`config.mk`:
```
export PLATFORM = sky130hd
export DESIGN_NAME = rip_trap_unit
export DESIGN_NICKNAME = d
export VERILOG_FILES = /design/src/rtl/rip_trap_unit.sv
export SDC_FILE = /design/constraint.sdc
export NUM_CORES = 1
export LEC_CHECK = 0
export CORE_ASPECT_RATIO = 0.6
export CORE_UTILIZATION = 40
export DETAILED_ROUTE_END_ITERATION = 6
export HOLD_SLACK_MARGIN = 0.06
export PLACE_DENSITY_LB_ADDON = 0.05
export REMOVE_ABC_BUFFERS = 1
export SLEW_MARGIN = 20
export SYNTH_ARGS = -nofsm -noshare
export SYNTH_HDL_FRONTEND = slang
export SYNTH_SLANG_ARGS = --single-unit
```
`constraint.sdc`:
```
create_clock -name clk -period 4.8 [get_ports clk]
set_input_delay 1.2 -clock clk [delete_from_list [all_inputs] [get_ports clk]]
set_output_delay 1.2 -clock clk [all_outputs]
set_load 0.02 [all_outputs]
```
`src/rtl/rip_trap_unit.sv`:
```
// rtl/rip_trap_unit.sv - machine-mode trap/return engine owning mtvec, mepc and mcause
// Traps and mret are turned into a held fetch redirect; CSR accesses from execute are serviced in IDLE.
module rip_trap_unit #(
    parameter int                XLEN        = 32,
    parameter logic [XLEN-1:0]   RESET_MTVEC = '0
) (
    input  logic                 clk,
    input  logic                 rst,
    input  logic                 csr_valid,
    input  logic [1:0]           csr_op,
    input  logic [11:0]          csr_addr,
    input  logic [XLEN-1:0]      csr_wdata,
    output logic [XLEN-1:0]      csr_rdata,
    input  logic                 exc_valid,
    input  logic [XLEN-1:0]      exc_cause,
    input  logic [XLEN-1:0]      exc_pc,
    input  logic                 mret_valid,
    output logic                 busy,
    output logic                 redirect_valid,
    output logic [XLEN-1:0]      redirect_pc,
    input  logic                 redirect_ready
);

    localparam logic [11:0]     ADDR_MTVEC  = 12'h305;
    localparam logic [11:0]     ADDR_MEPC   = 12'h341;
    localparam logic [11:0]     ADDR_MCAUSE = 12'h342;

    localparam logic [1:0]      OP_READ = 2'b00;
    localparam logic [1:0]      OP_RW   = 2'b01;
    localparam logic [1:0]      OP_RS   = 2'b10;
    localparam logic [1:0]      OP_RC   = 2'b11;

    localparam logic [XLEN-1:0] CAUSE_ILLEGAL_INST = XLEN'(2);
    localparam logic [XLEN-1:0] ALIGN_MASK         = ~XLEN'(3);
    localparam logic [XLEN-1:0] MTVEC_INIT         = RESET_MTVEC & ALIGN_MASK;

    typedef enum logic [1:0] {
        IDLE = 2'd0,
        TRAP = 2'd1,
        RET  = 2'd2
    } state_t;

    state_t          state;
    logic [XLEN-1:0] mtvec;
    logic [XLEN-1:0] mepc;
    logic [XLEN-1:0] mcause;

    logic            addr_known;
    logic            in_idle;
    logic            illegal_csr;
    logic            trap_pending;
    logic            csr_write;
    logic [XLEN-1:0] trap_cause;
    logic [XLEN-1:0] csr_new;

    always_comb begin
        csr_rdata  = '0;
        addr_known = 1'b1;
        case (csr_addr)
            ADDR_MTVEC:  csr_rdata = mtvec;
            ADDR_MEPC:   csr_rdata = mepc;
            ADDR_MCAUSE: csr_rdata = mcause;
            default:     addr_known = 1'b0;
        endcase
    end

    // Priority: external exception > illegal CSR > mret > CSR write.
    assign in_idle      = (state == IDLE);
    assign illegal_csr  = in_idle && csr_valid && !addr_known;
    assign trap_pending = in_idle && (exc_valid || illegal_csr);
    assign trap_cause   = exc_valid ? exc_cause : CAUSE_ILLEGAL_INST;
    assign csr_write    = in_idle && csr_valid && addr_known && (csr_op != OP_READ)
                          && !exc_valid && !mret_valid;

    always_comb begin
        csr_new = csr_rdata;
        case (csr_op)
            OP_RW:   csr_new = csr_wdata;
            OP_RS:   csr_new = csr_rdata | csr_wdata;
            OP_RC:   csr_new = csr_rdata & ~csr_wdata;
            default: csr_new = csr_rdata;
        endcase
    end

    assign busy = (state != IDLE);

    always_ff @(posedge clk or posedge rst) begin
        if (rst) begin
            state          <= IDLE;
            mtvec          <= MTVEC_INIT;
            mepc           <= '0;
            mcause         <= '0;
            redirect_valid <= 1'b0;
            redirect_pc    <= '0;
        end else begin
            case (state)
                IDLE: begin
                    if (trap_pending) begin
                        // Target is the pre-write mtvec; any same-cycle CSR write is dropped.
                        mepc           <= exc_pc & ALIGN_MASK;
                        mcause         <= trap_cause;
                        redirect_pc    <= mtvec;
                        redirect_valid <= 1'b1;
                        state          <= TRAP;
                    end else if (mret_valid) begin
                        redirect_pc    <= mepc;
                        redirect_valid <= 1'b1;
                        state          <= RET;
                    end else if (csr_write) begin
                        case (csr_addr)
                            ADDR_MTVEC:  mtvec  <= csr_new & ALIGN_MASK;
                            ADDR_MEPC:   mepc   <= csr_new & ALIGN_MASK;
                            ADDR_MCAUSE: mcause <= csr_new;
                            default:     mcause <= mcause;
                        endcase
                    end
                end
                TRAP, RET: begin
                    if (redirect_valid && redirect_ready) begin
                        redirect_valid <= 1'b0;
                        state          <= IDLE;
                    end
                end
                default: begin
                    redirect_valid <= 1'b0;
                    state          <= IDLE;
                end
            endcase
        end
    end

endmodule

```
## Yosys cells after proc, flatten, opt, wreduce, memory -nomap -nowiden

Index checks and enable logic that the tools add are counted.

- Register bits after elaboration: 129
- Latch bits: 0
- Bits in writable memories: 0
- Memory bits (read-only): 0
- Bits of input ports: 116
- Output and inout bits: 66
- Logic and storage cells: 70
- Memories kept: 0

- $add $sub $neg: 0
- Multiply operators: 0
- Divide/modulo/power cells: 0
- Order comparisons: 0
- Equal/unequal tests: 11
- Shift-type cells: 0
- Mux-type cells: 22
- Bitwise gates (word level): 5
- Reductions and logical operators: 26

Operators by type and width:

| cell | count |
|---|---|
| 32-bit two-way mux | 11 |
| 32-bit one-hot mux with 3 select lines | 2 |
| 12-bit by 10-bit == test with 1-bit output (second input constant) | 3 |
| 32-bit bitwise AND | 1 |
| 32-bit NOT | 1 |
| 32-bit OR | 1 |
| 2-bit nonzero test | 6 |
| 1-bit logical AND | 8 |
| 4-bit AND reduction | 2 |
| 2-bit == test (second input constant) | 3 |
| 2-bit two-way mux | 3 |
| 5-bit AND reduction | 1 |
| 2-bit by 1-bit == test with 1-bit output (second input constant) | 2 |
| 1-bit two-way mux | 4 |
| 2-bit one-hot mux with 2 select lines | 1 |
| 2-bit AND reduction | 2 |
| 1-bit zero test | 3 |
| 3-bit by 2-bit != test with 1-bit output (second input constant) | 1 |
| 3-bit OR reduction | 1 |
| 2-bit zero test | 1 |
| 2-bit by 1-bit != test with 1-bit output (second input constant) | 1 |
| 2-bit != test (second input constant) | 1 |
| 1-bit NOT | 2 |
| 1-bit one-hot mux with 2 select lines | 1 |
| other kinds (2) | 2 |

## Logic depth before layout (Yosys ltp)

- Word-level depth: 10
- Depth in mapped cells: 11
- Mapped depth without buffers: 7

## Least setup slack after synthesis

Ideal clock, no wire load.

- Kind: in2out
- Start point: input csr_addr[3]
- End point: output csr_rdata[12]
- Arrival time: 2686 ps
- Data required time: 3600 ps
- Slack: 914 ps
- Cell stages on the path: 6
- Buffers on the path: 3
- Cells stage by stage: nor4b_4 > buf_4 > buf_2 > buf_2 > nand3_1 > o21ai_0

- Cells in the longest elaborated chain, start to end: 2
- Elaborated cells between the ends (all ways): 4
- Classes of those cells: eq/ne (3); mux (1)

RTL lines:

| element | RTL line | source |
|---|---|---|
| start: declaration | 11 | `input logic [11:0] csr_addr,` |
| 12-bit by 10-bit == test with 1-bit output | 59 | `case (csr_addr)` |
| 32-bit one-hot mux with 3 select lines (*) | 59 |  |
| end: declaration | 13 | `output logic [XLEN-1:0] csr_rdata,` |

Every way passes the cells marked *; elsewhere a longest branch is shown, timed or not.

## Worst setup path in the final report

- Start point: input csr_addr[2]
- End point: output csr_rdata[19]

Same word-level chain as after synthesis.

==> results.yml <==
run_status:
  run_status: "complete, no violations"
worst_setup_path:
  reg2regPathDepth: 8
  start_kind: "input pin"
  ff2ff_setup_slack_ns: 2.08
  required_ns: 3.60
  critPathMaxStageDelay_ns: 0.67
  timing.rr.end: "mepc[31]"
  cp_num_buf_inv: 3
  endpoint_kind: "primary output"
  cp_slowest_cell: "clkdlybuf4s50_1"
  cp.arrival_ns: 3.51
  worstSetupStartpoint: "csr_addr[2]"
  crit_path_cell_trace: "clkdlybuf4s50_1 > nor4b_4 > buf_4 > and3_1 > o21ai_0 > o21ai_0 > clkdlybuf4s50_1"
  crit_type: "input pin to primary output"
  cp_max_fo: 17
  cp_top_family: "buffers and inverters"
  cp.depth: 7
  r2r_start: "state[1]"
pwr:
  ir_drop_v: 0.000325
  swShare: 0.372
  leakage_nw: 4.88
  internal_power_mw: 3.08
  power_frac_seq: 0.334
  p_sw_mw: 1.82
  combPwrFrac: 0.386
  p_clk_frac: 0.280
  powerDensity_nw_per_um2: 448
global_route:
  grt_overflow_total: 0
  antenna_found_initial: 1
  grtUsageTotal: 0.297
  grt_pass1_wl_um: 46100
  grt_start_max_net_pins: 75
  grt_pass1_vias: 7672
die:
  core_um2: 19500
  die-area_um2: 20900
  die_h_um: 112
  row_count: 39
  start_util: 0.417
  boundaryPins: 182
  die_w_um: 186
clocking:
  clock-sinks: 125
  root_buffer: "clkbuf_16"
  insertion_delay_ns: 0.43
  cts_max_path_buffers: 2
  clk_pin_slew_worst_paths_ns: 0.06
  cts_buffers: 17
  cts_max_level: 4
  cts_tree: "built"
  holdBufCountCts: 0
worst_hold_path:
  min-delay-start: "mtvec[28]"
  whs_path_depth: 2
  hold_class: "flop to flop"
  min_to: "mtvec[28]"
placement:
  dp_hpwl_um: 18800
  port_buffers: 177
  placed_cell_area_um2: 10300
  place.gp.congestion: 0.827
  placed_cells: 1334
  post-place-ws_ns: 0.0194
synthesis:
  synth_area_um2: 8130
  ys_seq_area_frac: 0.385
  ys_ff_latch: 125
  synthArstFlopShare: 1.00
  ys.flop_type: "dfrtp_1"
  synthCells: 946
  synthDistinctLibCells: 47
  yosysWarnings: 0
  synth-edff-count: 0
  avgSynthCellArea_um2: 8.59
cells_and_area:
  multi_input_comb_area_um2: 4320
  syn2layout_area_growth_pct: 34.9
  diodes: 0
  final_area_um2: 11000
  drive_above_1_share: 0.115
  final_util: 0.563
  fillCellCount: 1754
  stdcell_count: 1369
  layout.nets: 1209
  regArea_um2: 3130
routing:
  viasPerCell: 5.89
  drcViolationCount: 0
  wl_um: 30400
  top_layer: "met5"
  post_drt_wl_per_cell_um: 22.2
  wl_met3_um: 3100
  vias: 8065
  met2_length_um: 12100
  drt_pass1_iterations: 5
  wl_met1_um: 14800
  drtIter0Drc: 719
  detail-route-antenna-nets: 0
timing:
  fin_setup_tns_ns: 0
  drv_slew: 0
  fin_worst_skew_ns: 0.00957
  fin_crit_ns: 4.71
  max-slew-margin-rel: 0.270
  timing.final.ws_setup_ns: 0.0936
  max_freq_ghz: 0.212
  worstMarginPinSlew_ns: 1.09
  setup_viol: 0
  hold_violations: 0
  min_period_over_period: 0.981
  grt_setup_unrepaired: "no"
run:
  cap_violations: 0
## Yosys cell counts (2+ instances only)
| cell | number | share of area |
|---|---|---|
| nand4_1 | 32 | 0.025 |
| dfrtp_1 | 125 | 0.38 |
| buf_2 | 20 | 0.012 |
| a32o_1 | 19 | 0.023 |
| clkbuf_1 | 53 | 0.024 |
| buf_6 | 9 | 0.012 |
| nor2_1 | 17 | 0.0079 |
| buf_4 | 10 | 0.0092 |
| and3_1 | 39 | 0.030 |
| a31oi_1 | 13 | 0.010 |
| a221oi_2 | 30 | 0.055 |
| a21oi_1 | 58 | 0.036 |
| a21boi_0 | 30 | 0.028 |
| clkbuf_2 | 3 | 0.0018 |
| nand3_1 | 43 | 0.026 |
| inv_1 | 66 | 0.030 |
| and2_0 | 2 | 0.0015 |
| and2_1 | 13 | 0.010 |
| o21ai_0 | 110 | 0.068 |
| and3b_1 | 20 | 0.022 |
| nor2b_1 | 6 | 0.0046 |
| nand2_1 | 125 | 0.058 |
| xnor2_1 | 32 | 0.034 |
| o221ai_1 | 30 | 0.032 |
| mux2i_1 | 19 | 0.023 |
## cell families after synthesis
group | Yosys count | synth area share
AO/OA/AOI/OAI | 299 | 0.265
XOR/XNOR | 33 | 0.0356
adder cells (fa/ha/maj) | 1 | 0.00154
buffers and inverters | 161 | 0.0909
flip-flops | 125 | 0.385
multiplexers | 19 | 0.0234
other | 1 | 0.000462
AND/OR/NAND/NOR | 307 | 0.198
## registers in the layout (all words and copies together), names as in the netlist
| register | cells |
|---|---|
| mcause | 32 |
| mepc | 30 |
| mtvec | 30 |
| redirect_pc | 30 |
| redirect_valid | 1 |
| state | 2 |
## layer usage
layer	track usage	up-vias
li1	-	3696
met1	0.461	3892
met2	0.399	430
met3	0.0769	45
met4	0.0776	2
met5	0	-
## cell type report
class | count | share of cell area
inverters | 66 | 0.0228
well taps | 266 | 0.0304
repair buffers | 221 | 0.212
multi-input cells | 661 | 0.394
clock buffers | 19 | 0.0404
clock inverters | 11 | 0.0154
flip-flops and latches | 125 | 0.285
## how the worst max path moves through the flow
stage	end	slack, ns
6_report	csr_rdata[19]	0.09
5_1_grt	csr_rdata[3]	0.0007
4_1_cts	csr_rdata[12]	0.004
3_5_place_dp	csr_rdata[3]	0.02
3_3_place_gp	csr_rdata[6]	0.001
2_1_floorplan	mcause[0]	-1.79
## cells in the final DEF (no fill, tap or decap), types with 30 or more instances in the layout
cell type | Yosys | routed
xnor2_1 | 32 | 32
inv_1 | 66 | 65
nand3_1 | 43 | 43
and3_1 | 39 | 38
nand2_1 | 125 | 124
a21oi_1 | 58 | 57
a221oi_2 | 30 | 30
nand4_1 | 32 | 32
o221ai_1 | 30 | 30
o21ai_0 | 110 | 110
clkdlybuf4s50_1 | 0 | 156
a21boi_0 | 30 | 30
dfrtp_1 | 125 | 125
## tightest hold or removal path, cell delays in order, from the launching register on
cell and delay (ns):
dfrtp_1 0.36, nand2_1 0.05, o21ai_0 0.06
## power by group through the flow
stage	Sequential, mW	Combinational (mW)	Clock, mW
2_1_floorplan	1.67	1.09	0
3_3_place_gp	1.64	1.84	0
3_5_place_dp	1.64	1.87	0
4_1_cts	1.63	1.88	1.38
5_1_grt	1.68	2.04	1.43
6_report	1.64	1.89	1.37
## through the flow
step	power (mW)	hold slack, ns
3_3_place_gp	3.49	0.481
3_5_place_dp	3.51	0.488
2_1_floorplan	2.77	0.463
6_report	4.91	0.500
5_1_grt	5.16	0.517
4_1_cts	4.89	0.501
## timing repair
item,in CTS,in global routing
gates resized for setup,0,20
setup endpoints to repair,0,22
buffers inserted,0,5
Note: power is estimated with default switching activity, not from simulation.
